==> src/rtl/id_hazard_ctrl_pkg.sv <==
// Shared decode/hazard definitions: FSM state encoding, bubble instruction, register-specifier width.
package id_hazard_ctrl_pkg;

  localparam int REG_BITS_DEF = 3;

  // Instruction word the ID/EX register loads when a bubble is injected.
  localparam logic [15:0] NOP_INSTR = 16'h0800;

  typedef enum logic [1:0] {
    ST_RUN    = 2'd0,
    ST_DRAIN  = 2'd1,
    ST_HALTED = 2'd2
  } state_t;

endpackage

==> src/rtl/id_hazard_ctrl_track.sv <==
// One in-flight destination tracking slot {v, rd, load}; loads on en, otherwise holds.
// Latency: one cycle from nxt_* to outputs; no backpressure of its own (en is the pipe enable).
module hz_track_entry
  import id_hazard_ctrl_pkg::*;
#(
  parameter int REG_BITS = REG_BITS_DEF
) (
  input  logic                clk,
  input  logic                rst,
  input  logic                en,
  input  logic                nxt_v,
  input  logic [REG_BITS-1:0] nxt_rd,
  input  logic                nxt_load,
  output logic                v,
  output logic [REG_BITS-1:0] rd,
  output logic                load
);

  always_ff @(posedge clk or negedge rst) begin
    if (!rst) begin
      v    <= 1'b0;
      rd   <= '0;
      load <= 1'b0;
    end else if (en) begin
      v    <= nxt_v;
      rd   <= nxt_rd;
      load <= nxt_load;
    end
  end

endmodule

==> src/rtl/id_hazard_ctrl.sv <==
// Decode-stage RAW hazard, mem-wait freeze and HALT drain control for the ID/EX boundary.
// Latency: hazard -> stall/ifid_en same cycle; tracking/state on next edge. mem_wait freezes everything.
module id_hazard_ctrl
  import id_hazard_ctrl_pkg::*;
#(
  parameter int REG_BITS     = REG_BITS_DEF,
  parameter int FORWARD_EX   = 0,
  parameter int DRAIN_CYCLES = 3,
  parameter int CNT_W        = 16
) (
  input  logic                clk,
  input  logic                rst,
  input  logic [REG_BITS-1:0] id_rs,
  input  logic                id_rs_valid,
  input  logic [REG_BITS-1:0] id_rt,
  input  logic                id_rt_valid,
  input  logic [REG_BITS-1:0] id_rd,
  input  logic                id_wr_valid,
  input  logic                id_is_load,
  input  logic                id_halt,
  input  logic                mem_wait,
  output logic                stall,
  output logic                ifid_en,
  output logic                pipe_en,
  output logic                halted,
  output logic [CNT_W-1:0]    stall_cycles
);

  localparam int DW = (DRAIN_CYCLES < 2) ? 1 : $clog2(DRAIN_CYCLES + 1);

  state_t        state;
  logic [DW-1:0] drain_cnt;

  logic                ex_v, ex_load, mem_v, mem_load;
  logic [REG_BITS-1:0] ex_rd, mem_rd;
  logic                rs_ex, rt_ex, rs_mem, rt_mem;
  logic                hz_all, hz_lu, hz;
  logic                unused_mem_load;

  // A stalled decode must not enter EX, so the EX slot takes a bubble.
  hz_track_entry #(.REG_BITS(REG_BITS)) u_ex (
    .clk      (clk),
    .rst      (rst),
    .en       (pipe_en),
    .nxt_v    (stall ? 1'b0 : id_wr_valid),
    .nxt_rd   (stall ? '0 : id_rd),
    .nxt_load (stall ? 1'b0 : id_is_load),
    .v        (ex_v),
    .rd       (ex_rd),
    .load     (ex_load)
  );

  hz_track_entry #(.REG_BITS(REG_BITS)) u_mem (
    .clk      (clk),
    .rst      (rst),
    .en       (pipe_en),
    .nxt_v    (ex_v),
    .nxt_rd   (ex_rd),
    .nxt_load (ex_load),
    .v        (mem_v),
    .rd       (mem_rd),
    .load     (mem_load)
  );

  // MEM's load bit is carried for debug visibility only; no hazard depends on it.
  assign unused_mem_load = mem_load;

  assign rs_ex  = id_rs_valid && ex_v  && (id_rs == ex_rd);
  assign rt_ex  = id_rt_valid && ex_v  && (id_rt == ex_rd);
  assign rs_mem = id_rs_valid && mem_v && (id_rs == mem_rd);
  assign rt_mem = id_rt_valid && mem_v && (id_rt == mem_rd);

  // WB is never checked: the register file writes in the first half-cycle.
  assign hz_all = rs_ex || rt_ex || rs_mem || rt_mem;
  assign hz_lu  = (rs_ex || rt_ex) && ex_load;
  assign hz     = (FORWARD_EX != 0) ? hz_lu : hz_all;

  always_comb begin
    pipe_en = !mem_wait && (state != ST_HALTED);
    stall   = 1'b0;
    ifid_en = 1'b0;
    case (state)
      ST_RUN: begin
        stall   = pipe_en && hz;
        ifid_en = pipe_en && !hz;
      end
      ST_DRAIN: begin
        stall   = pipe_en;
        ifid_en = 1'b0;
      end
      default: begin
        stall   = 1'b0;
        ifid_en = 1'b0;
      end
    endcase
  end

  assign halted = (state == ST_HALTED);

  always_ff @(posedge clk or negedge rst) begin
    if (!rst) begin
      state     <= ST_RUN;
      drain_cnt <= '0;
    end else begin
      case (state)
        ST_RUN: begin
          if (pipe_en && !hz && id_halt) begin
            state     <= ST_DRAIN;
            drain_cnt <= DW'(DRAIN_CYCLES);
          end
        end
        ST_DRAIN: begin
          if (pipe_en) begin
            drain_cnt <= drain_cnt - DW'(1);
            if (drain_cnt == DW'(1)) state <= ST_HALTED;
          end
        end
        ST_HALTED: state <= ST_HALTED;
        default:   state <= ST_RUN;
      endcase
    end
  end

  always_ff @(posedge clk or negedge rst) begin
    if (!rst) begin
      stall_cycles <= '0;
    end else if (stall && (stall_cycles != '1)) begin
      stall_cycles <= stall_cycles + CNT_W'(1);
    end
  end

endmodule

==> config.mk <==
export PLATFORM = sky130hd
export DESIGN_NAME = id_hazard_ctrl
export DESIGN_NICKNAME = d
export VERILOG_FILES = /design/src/rtl/id_hazard_ctrl_pkg.sv /design/src/rtl/id_hazard_ctrl_track.sv /design/src/rtl/id_hazard_ctrl.sv
export SDC_FILE = /design/constraint.sdc
export NUM_CORES = 1
export LEC_CHECK = 0
export CORE_ASPECT_RATIO = 1.75
export CORE_MARGIN = 2
export CORE_UTILIZATION = 55
export DETAILED_ROUTE_END_ITERATION = 8
export GPL_ROUTABILITY_DRIVEN = 0
export PLACE_DENSITY = 0.87
export SYNTH_ARGS = -nofsm -noshare
export SYNTH_HDL_FRONTEND = slang
export SYNTH_HIERARCHICAL = 1
export SYNTH_SLANG_ARGS = --single-unit
==> constraint.sdc <==
create_clock -name clk -period 5.4 [get_ports clk]
set_clock_uncertainty 0.2 [all_clocks]
set_input_delay 0.54 -clock clk [delete_from_list [all_inputs] [get_ports clk]]
set_output_delay 0.54 -clock clk [all_outputs]
set_load 0.02 [all_outputs]
**Word level (Yosys, flattened, before mapping)**

Index checks and enable logic that the tools add are counted.

- Register bits: 28
- Latch bits: 0
- Memory bits (writable): 0
- Memory bits (read-only): 0
- Bits of input ports: 17
- Memories kept: 0

- $add $sub $neg: 2
- Multipliers: 0
- Div/mod/pow operators: 0
- Magnitude comparators: 0
- Equality and inequality tests: 12
- Shifts and indexed selects: 0
- Multiplexer cells: 11
- Bitwise logic cells: 0
- Reduce and logical (&&, ||, !) cells: 22

Operator list:

| operator | count |
|---|---|
| 16-bit by 1-bit adder with 16-bit output, second input constant | 1 |
| 16-bit != test, second input constant | 1 |
| 1-bit logical AND | 13 |
| 3-bit equality test | 4 |
| 2-bit 2-to-1 mux | 5 |
| 2-bit != test, second input constant | 4 |
| 2-bit one-hot mux with 3 select lines | 1 |
| 3-bit AND reduction | 2 |
| 2-bit by 1-bit equality test with 1-bit output, second input constant | 2 |
| 2-bit one-hot mux with 2 select lines | 1 |
| 1-bit logical OR | 3 |
| 3-bit 2-to-1 mux | 1 |
| 2-bit equality test, second input constant | 1 |
| 1-bit logical NOT | 2 |
| 2-bit logical NOT | 1 |
| 1-bit 2-to-1 mux | 2 |
| 1-bit one-hot mux with 2 select lines | 1 |
| 2-bit nonzero test | 1 |
| 2-bit by 1-bit subtractor with 2-bit output, second input constant | 1 |

**Longest topological paths before layout**

Gate-level depths: netlist (run 1).

- Depth after elaboration: 10
- Mapped depth: 9
- Gate-level depth less buffers: 8

**Hierarchy**

Netlist (run 1), hierarchy kept.

Modules (own cells, without submodules):

| module | times used | cells each | area each (µm²) |
|---|---|---|---|
| id_hazard_ctrl | 1 | 155 | 1501.4 |
| hz_track_entry | 2 | 10 | 181.4 |

**Worst setup path after synthesis (run 1)**

OpenSTA, ideal clock, no wires.

- Path kind: register -> register
- From: register state[0]
- To: register stall_cycles[13]
- Arrival time: 2.271 ns
- Data required time: 5.069 ns
- Slack: 2.798 ns
- Stages on the path, launching flop included: 10
- Path buffers: 1
- Clock period less this slack: 2.602 ns
- Cells stage by stage: dfrtp_1 -> inv_1 -> ha_1 -> or2_1 -> inv_2 -> o21ai_1 -> a31oi_1 -> buf_2 -> o2111ai_1 -> xnor2_1

- Cells in the longest elaborated chain, start to end: 5
- Elaborated cells on any way between the ends: 7
- Those cells by class: 2 x eq/ne; 1 x mux; 4 x reduce/logical

Ends and longest elaborated chain:

| element | RTL line | RTL |
|---|---|---|
| from (decl) | id_hazard_ctrl.sv:31 | `state_t state;` |
| from (signal assigned) | id_hazard_ctrl.sv:102 | `state <= ST_RUN;` |
| from (signal assigned) | id_hazard_ctrl.sv:108 | `state <= ST_DRAIN;` |
| from (signal assigned) | id_hazard_ctrl.sv:115 | `if (drain_cnt == DW'(1)) state <= ST_HALTED;` |
| 2-bit != test (*) | id_hazard_ctrl.sv:79 | `pipe_en = !mem_wait && (state != ST_HALTED);` |
| 1-bit logical AND (*) | id_hazard_ctrl.sv:79 |  |
| via pipe_en | id_hazard_ctrl.sv:24 | `output logic pipe_en,` |
| 1-bit logical AND | id_hazard_ctrl.sv:84 | `stall = pipe_en && hz;` |
| 1-bit one-hot mux with 2 select lines (*) | id_hazard_ctrl.sv:82 | `case (state)` |
| 1-bit logical AND (*) | id_hazard_ctrl.sv:127 | `end else if (stall && (stall_cycles != '1)) begin` |
| to (signal assigned) | id_hazard_ctrl.sv:128 | `stall_cycles <= stall_cycles + CNT_W'(1);` |
| to (decl) | id_hazard_ctrl.sv:26 | `output logic [CNT_W-1:0] stall_cycles` |

Mark *: on every way through the listed nets, which the timed path passes. The rest lies on a longest branch.
A chain may end at the register's enable or synchronous reset.

**Worst setup path after layout (run 1)**

- From: input id_rs[2]
- To: output stall

- Cells in the longest elaborated chain, start to end: 7
- Elaborated cells on any way between the ends: 9
- Those cells by class: 2 x eq/ne; 1 x mux; 6 x reduce/logical

Ends and longest elaborated chain:

| element | RTL line | RTL |
|---|---|---|
| from (decl) | id_hazard_ctrl.sv:13 | `input logic [REG_BITS-1:0] id_rs,` |
| 3-bit equality test | id_hazard_ctrl.sv:68 | `assign rs_ex = id_rs_valid && ex_v && (id_rs == ex_rd);` |
| 1-bit logical AND | id_hazard_ctrl.sv:68 |  |
| 1-bit logical OR | - |  |
| 1-bit logical OR (*) (2 in series) | id_hazard_ctrl.sv:74 | `assign hz_all = rs_ex \|\| rt_ex \|\| rs_mem \|\| rt_mem;` |
| 1-bit logical AND (*) | id_hazard_ctrl.sv:84 |  |
| 1-bit one-hot mux with 2 select lines (*) | id_hazard_ctrl.sv:82 |  |
| to (decl) | id_hazard_ctrl.sv:22 | `output logic stall,` |

Every way passes the cells marked *; elsewhere a longest branch is shown, timed or not.

==> results_dict.tcl, run 1 <==
set metrics [dict create \
    die_width_um 47.1 \
    ios 37 \
    synthCells 170 \
    vias 1452 \
    fin_crit_sh 0.693 \
    clock_sinks 28 \
    cts_tree "yes" \
    area_growth_pct 24.9 \
    r2r_cells 9 \
    yosysWarnings 6 \
    path_class "in -> out" \
    cp.required_ns 4.66 \
    rows 27 \
    htree_levels 1 \
    port_buffers 35 \
    maxCapViolCount 0 \
    cp-start-kind "primary input" \
    cts.path.max_buffers 2 \
    numCtsBuffers 3 \
    root_buffer "clkbuf_8" \
    setup_viol 0 \
    worst_slew_pin_slew_ns 0.789 \
    hp-class "reg -> reg" \
    drive_above_1_share 0.118 \
    whs_ns 0.303 \
    synth_area_per_cell_um2 10.5 \
    drv_slew 0 \
    fillers 237 \
    firstDrtPassIters 4 \
    fin_cells 246 \
    grt_usage 0.240 \
    clkTransAtPathRegs_ns 0.09 \
    dp.cells 242 \
    grt_overflow_total 0 \
    grt_pass1_vias 1516 \
    drt-total-wl_mm 4.07 \
    fin_nets 227 \
    crit_fanout 23 \
    drtIter0Drc 15 \
    leakage_nw 0.953 \
    tns_ns 0 \
    arrival_ns 3.00 \
    hold_buffers 0 \
    period_needed_ns 3.74 \
    status "complete, no violations" \
    vdd_drop_max_uv 276 \
    core_region_area_mm2 0.00311 \
    grt_pass1_wl_mm 6.69 \
    crit_path_end_kind "output pin" \
    netlist_area_mm2 0.00178 \
    post_cts_buffers 0 \
    post_cts_resized 0 \
    via_per_inst 5.90 \
    die-area_mm2 0.00373 \
    die_h_um 79.3 \
    clock_latency_ns 0.27 \
    hold_path_depth 1 \
    grt_setup_unrepaired "no" \
    syn_nets 193 \
    wl_per_cell_um 16.5 \
    dp_hpwl_mm 2.97 \
    slew-limit-headroom 0.474 \
    grt_max_degree 29 \
    powerDensity_mw_per_mm2 430 \
    start_util 0.574 \
    n_antenna_cell 0 \
    hold_viol 0 \
    fmax_mhz 267 \
    ant_nets 0 \
    antenna_found_initial 0 \
    route.detailed.drc 0 \
]
-- cell type report --
| type | count | area [um2] | share of cell area |
|---|---|---|---|
| sequential | 28 | 701 | 0.314 |
| tap | 43 | 53.8 | 0.0241 |
| clock inverter | 1 | 30.0 | 0.0135 |
| inverter | 6 | 22.5 | 0.0101 |
| multi-input combinational | 128 | 1010 | 0.455 |
| timing repair buffer | 37 | 365 | 0.164 |
| clock buffer | 3 | 41.3 | 0.0185 |
-- routing by layer --
metal  share of wire  up-vias  global-route usage  wire length, um
met5               0        -                   0                0
met4          0.0098        0              0.0611               40
met3           0.040        6              0.0341              161
met2            0.55       44               0.434             2220
met1            0.40      701               0.280             1650
li1                -      701                   -                -
-- where the power goes --
part / switching (mW) / total (mW) / internal (mW)
combinational: 0.261 / 0.458 / 0.197
sequential: 0.0681 / 0.338 / 0.270
clock: 0.0632 / 0.162 / 0.0992
-- worst paths after layout --
kind / startpoint / end / slack, ns
max reg2reg: state[0] / stall_cycles[1] / 2.59
min reg2reg: stall_cycles[6] / stall_cycles[6] / 0.30
max: id_rs[2] / stall / 1.66
min in group asynchronous: rst / drain_cnt[0] / 0.45
min: stall_cycles[6] / stall_cycles[6] / 0.30
max in group asynchronous: rst / stall_cycles[2] / 4.29
-- state kept, by name, summed over array words and instances, names as in the netlist --
signal        flops
u_ex/rd           3
u_mem/v           1
u_mem/rd          3
stall_cycles     16
state             2
drain_cnt         2
u_ex/v            1
-- critical path, stage by stage --
cell and delay [ns]:
clkdlybuf4s50_1 0.52, xor2_1 0.21, nor4_1 0.11, or4_4 0.69, a21oi_2 0.30, nor2_1 0.07, clkdlybuf4s50_1 0.55
-- stage by stage --
step / area (um2) / setup slack (ns) / power [mW] / util
global route: 2230 / 1.58 / 1.02 / 0.717
floorplan: 1780 / 2.83 / 0.666 / -
global placement: 2160 / 1.74 / 0.765 / 0.694
CTS: 2230 / 1.63 / 0.966 / 0.717
finish: 2230 / 1.66 / 0.958 / 0.717
detailed placement: 2160 / 1.63 / 0.800 / 0.694
-- cells in the final DEF (no fill, tap or decap), types with 4 or more instances in the layout --
cell             instances
o21a_1                   4
nand2_1                  9
clkdlybuf4s50_1         35
mux2_2                   8
o211ai_1                 7
ha_1                     6
inv_1                    5
xnor2_1                 14
xor2_1                  12
o2111ai_1                5
dfrtp_1                 28
nor4_1                   5
nand3_1                  4
o211ai_2                 5
and3_1                  10
Power figures use the tool's default switching activity.
==> run 2: changes to the inputs <==
Settings changed: CORE_UTILIZATION 55 to 52, PLACE_DENSITY 0.87 to 0.83.
Clock period 5.4 ns to 3.66 ns, I/O delays scaled along.
==> run 2 against run 1 <==
Power grew 46%. Sequential share of layout area down 0.33 points. Register-to-register slack lost 1.8 ns. Wire length grew 5.3%. Sequential power up 47%. Setup slack got worse by 1.0 ns. Via count increased by 3.9%. Largest power group unchanged.
==> results_dict.tcl, run 2 (same netlist as run 1, synthesis figures left out) <==
set metrics [dict create \
    grt_pass1_wl_mm 6.98 \
    firstDrtPassIters 4 \
    fillers 273 \
    vias 1508 \
    post_cts_resized 0 \
    via_per_inst 5.96 \
    cp-start-kind "primary input" \
    tns_ns 0 \
    grt_overflow_total 0 \
    cts_tree "yes" \
    drt-total-wl_mm 4.28 \
    antenna_found_initial 0 \
    top_regs "stall_cycles x16, u_ex/rd x3, u_mem/rd x3" \
    post_cts_buffers 0 \
    die-area_mm2 0.00393 \
    start_util 0.536 \
    setup_viol 0 \
    setup_slack_ns 0.610 \
    crit_family "buffers and inverters" \
    fin_cells 253 \
    fin_crit_sh 0.833 \
    hold_buffers 0 \
    ant_nets 0 \
    port_buffers 35 \
    regMostFlops "stall_cycles" \
    arrival_ns 2.48 \
    clock_sinks 28 \
    grt_usage 0.244 \
    clock_latency_ns 0.27 \
    route.detailed.drc 0 \
    p_clk_frac 0.137 \
    rows 28 \
    grt_setup_unrepaired "no" \
    fin_nets 232 \
    htree_levels 1 \
    grt_pass1_vias 1559 \
    crit_path_end_kind "output pin" \
    grt_max_degree 29 \
    leakage_nw 0.971 \
    period_needed_ns 3.05 \
    core_region_area_mm2 0.00333 \
    area_growth_pct 26.2 \
    drv_slew 0 \
    crit_buf_inv 2 \
    dp_hpwl_mm 3.18 \
    dp.cells 249 \
    drtIter0Drc 25 \
    wl_per_cell_um 16.9 \
    die_width_um 48.3 \
    powerDensity_mw_per_mm2 623 \
    reg2reg_slack_ns 0.82 \
    p_int_uw 812 \
    maxCapViolCount 0 \
    p_switching_uw 591 \
    root_buffer "clkbuf_8" \
    pwr-share-seq 0.354 \
    comb_power_share 0.509 \
    numCtsBuffers 3 \
    worst_slew_pin_slew_ns 0.627 \
    final_cell_area_mm2 0.00225 \
    slowest_stage "clkdlybuf4s50_1" \
    dpl_cell_area_mm2 0.00220 \
    cp.required_ns 3.09 \
    die_h_um 81.5 \
    path_class "in -> out" \
    ios 37 \
    final_common_cell "clkdlybuf4s50_1" \
    path_cells "clkdlybuf4s50_1 > xor2_1 > nor4_1 > nor4_1 > and3_1 > clkdlybuf4s50_1" \
    hold_viol 0 \
    netSwitchingFraction 0.422 \
    cts.path.max_buffers 2 \
    drive_above_1_share 0.139 \
    final_cell_mix "35 x clkdlybuf4s50_1, 28 x dfrtp_1, 14 x xnor2_1" \
    largest_reg_flops 16 \
    vdd_drop_max_uv 369 \
    hp-class "in -> async" \
    n_antenna_cell 0 \
    fmax_mhz 328 \
    clkTransAtPathRegs_ns 0.10 \
    slowest_delay_ns 0.62 \
    dpl_worst_slack_ns 0.608 \
    slew-limit-headroom 0.578 \
    crit_fanout 3 \
    status "complete, no violations" \
]
## run 2: cell types whose count changed in the layout (fill, tap and decap cells not counted)
cell / before / now
buf_4: 2 / 7
bufinv_16: 1 / 0
clkbuf_8: 3 / 4
## run 2: power groups by stage
stage | registers, mW | logic [mW] | clock network [mW]
after global placement | 0.492 | 0.670 | 0
after floorplan | 0.504 | 0.479 | 0
after global routing | 0.513 | 0.785 | 0.205
after CTS | 0.498 | 0.714 | 0.194
final | 0.496 | 0.714 | 0.193
after detailed placement | 0.504 | 0.710 | 0
## run 2: metal layers
metal / wire length, um / share of wire / global-route usage / vias up
li1: - / - / - / 701
met1: 1680 / 0.39 / 0.263 / 749
met2: 2390 / 0.56 / 0.458 / 48
met3: 136 / 0.032 / 0.0264 / 10
met4: 77 / 0.018 / 0.0784 / 0
met5: 0 / 0 / 0 / -
## run 2: cell type report
class / count / area, um2 / share of cell area
tap: 45 / 56.3 / 0.0250
clock buffer: 4 / 55.1 / 0.0244
multi-input combinational: 128 / 1010 / 0.451
timing repair buffer: 42 / 403 / 0.179
inverter: 6 / 22.5 / 0.0100
sequential: 28 / 701 / 0.311
## run 2: worst reg2reg max path, delay by kind of cell (launching register included)
kind	cells	cell delay (ns)
buf+inv	3	0.58
xor+xnor	1	0.17
fa+ha+maj	1	0.22
flops	1	0.43
compound gates	3	0.87
simple gates	1	0.25
## run 2: path summary, 6_finish.rpt
check,from,end,cells after the start
worst min-delay path,rst,state[1],2
worst min register to register,stall_cycles[6],stall_cycles[6],1
max in group asynchronous,rst,stall_cycles[6],2
worst max-delay path,id_rs[2],ifid_en,6
worst max register to register,state[0],stall_cycles[13],9
min in group clk,stall_cycles[6],stall_cycles[6],1
## run 2: stage by stage
stage                     utilization  hold slack, ns  total power [mW]
final                           0.677           0.268              1.40
after global routing            0.677           0.309              1.50
after CTS                       0.677           0.285              1.41
after detailed placement        0.660           0.296              1.21
after global placement          0.660           0.284              1.16
after floorplan                     -          -0.130             0.983
==> run 3: changes to the inputs <==
Settings changed: CORE_UTILIZATION 52 to 47, PLACE_DENSITY 0.83 to 0.8.
Clock period 3.66 ns to 2.5 ns, I/O delays scaled along.
==> run 3 against run 2 <==
Sequential share of layout area is 1.1 points lower. Core utilization is 3.3 points lower. Largest power group unchanged. First-iteration DRC count is 16% higher. Largest cell class unchanged.
==> results_dict.tcl, run 3 (same netlist as run 1, synthesis figures left out) <==
set metrics [dict create \
    vias 1506 \
    drive_above_1_share 0.187 \
    crit_family "simple AND/OR/NAND/NOR gates" \
    p_switching_uw 901 \
    report.power.total_mw 2.15 \
    cts_tree "yes" \
    wl_per_cell_um 16.1 \
    firstDrtPassIters 4 \
    maxCapViolCount 0 \
    cp.required_ns 2.05 \
    area_growth_pct 30.9 \
    route.detailed.drc 0 \
    drt-total-wl_mm 4.17 \
    path_class "in -> out" \
    crit_fanout 2 \
    worst_slew_pin_slew_ns 0.554 \
    netSwitchingFraction 0.419 \
    largest_reg_flops 16 \
    htree_levels 1 \
    p_int_mw 1.25 \
    hp-class "in -> async" \
    root_buffer "clkbuf_8" \
    rows 29 \
    status "complete, no violations" \
    final_cell_mix "32 x clkdlybuf4s50_1, 28 x dfrtp_1, 14 x xnor2_1" \
    die_width_um 50.6 \
    ios 37 \
    dp_hpwl_mm 3.04 \
    final_util 0.643 \
    hold_viol 0 \
    via_per_inst 5.79 \
    slew-limit-headroom 0.627 \
    tns_ns 0 \
    p_clk_frac 0.130 \
    port_buffers 35 \
    setup_slack_ns 0.0332 \
    slowest_delay_ns 0.57 \
    grt_max_degree 29 \
    grt_pass1_vias 1632 \
    ant_nets 0 \
    drv_slew 0 \
    cts.path.max_buffers 2 \
    fin_cells 260 \
    dp.cells 254 \
    comb_power_share 0.527 \
    antenna_found_initial 0 \
    final_common_cell "clkdlybuf4s50_1" \
    period_needed_ns 2.47 \
    grt_pass1_wl_mm 7.20 \
    fmax_mhz 405 \
    n_antenna_cell 0 \
    regMostFlops "stall_cycles" \
    cp-start-kind "primary input" \
    fin_crit_sh 0.987 \
    dpl_worst_slack_ns -0.310 \
    path_cells "clkdlybuf4s50_1 > xor2_1 > nor4_1 > or4_4 > a21oi_4 > nor2_1 > clkbuf_2" \
    fillers 298 \
    crit_path_end_kind "output pin" \
    clkTransAtPathRegs_ns 0.10 \
    setup_viol 0 \
    top_regs "stall_cycles x16, u_ex/rd x3, u_mem/rd x3" \
    crit_buf_inv 2 \
    die-area_mm2 0.00432 \
    core_region_area_mm2 0.00363 \
    grt_usage 0.209 \
    clock_latency_ns 0.27 \
    drtIter0Drc 29 \
    grt_overflow_total 0 \
    clock_sinks 28 \
    fin_nets 238 \
    die_h_um 85.5 \
    leakage_nw 1.02 \
    numCtsBuffers 3 \
    vdd_drop_max_uv 631 \
    arrival_ns 2.02 \
    grt_setup_unrepaired "yes" \
    powerDensity_mw_per_mm2 921 \
    slowest_stage "or4_4" \
    pwr-share-seq 0.343 \
    start_util 0.492 \
]
run 3: cell count changes in the layout (fill, tap and decap cells not counted), moves of 2 or more:
cell	change
buf_4	+5
nor4_1	-2
clkdlybuf4s50_1	-3
nor4_2	+2
run 3: power groups by stage:
stage                     Clock, mW  Combinational, mW  Sequential [mW]
after floorplan                   0              0.705            0.738
after CTS                     0.286               1.09            0.732
after detailed placement          0               1.08            0.742
final                         0.279               1.13            0.737
after global routing          0.302               1.24            0.757
after global placement            0               1.02            0.726
run 3: layout make-up:
type	count	area [um2]	area share
Tap cell	46	57.6	0.0247
Clock buffer	4	55.1	0.0236
Timing Repair Buffer	48	448	0.192
Sequential cell	28	701	0.300
Inverter	6	25.0	0.0107
Multi-Input combinational cell	128	1050	0.449
run 3: per-layer routing:
metal  track usage  vias up  share of wire
li1              -      715              -
met2         0.388       33           0.55
met5             0        -              0
met3        0.0226        8          0.026
met4        0.0811        0          0.016
met1         0.240      750           0.41
run 3: final timing paths:
| kind | from | to | slack, ns | cells past startpoint |
|---|---|---|---|---|
| max | id_rt[1] | stall | 0.03 | 7 |
| min | rst | stall_cycles[7] | 0.15 | 2 |
| max reg2reg | u_ex/rd[1] | state[1] | 0.12 | 6 |
| min reg2reg | stall_cycles[11] | stall_cycles[11] | 0.29 | 1 |
| max in group asynchronous | rst | u_mem/rd[2] | 1.68 | 2 |
| min in group clk | stall_cycles[11] | stall_cycles[11] | 0.29 | 1 |
run 3: per-stage QoR:
stage / hold slack (ns) / area, um2
after floorplan: -0.246 / 1790
after global placement: 0.275 / 2230
after detailed placement: 0.284 / 2230
after CTS: 0.166 / 2300
after global routing: 0.177 / 2330
final: 0.149 / 2330
run 3: timing repair:
item                       4_1_cts  5_1_grt
setup buffers                    1        1
hold buffers                     0        0
gates cloned                     0        0
hold endpoints to repair         0        0
pin swaps                        1        0
setup endpoints to repair        2       14
resized for setup                3        8
run 3: worst register-to-register path: stages (launching register included):
cell and delay, ns:
dfrtp_1 0.46, xor2_2 0.21, nor4_2 0.08, or4_4 0.55, buf_6 0.19, or4_1 0.54
nand4_1 0.09
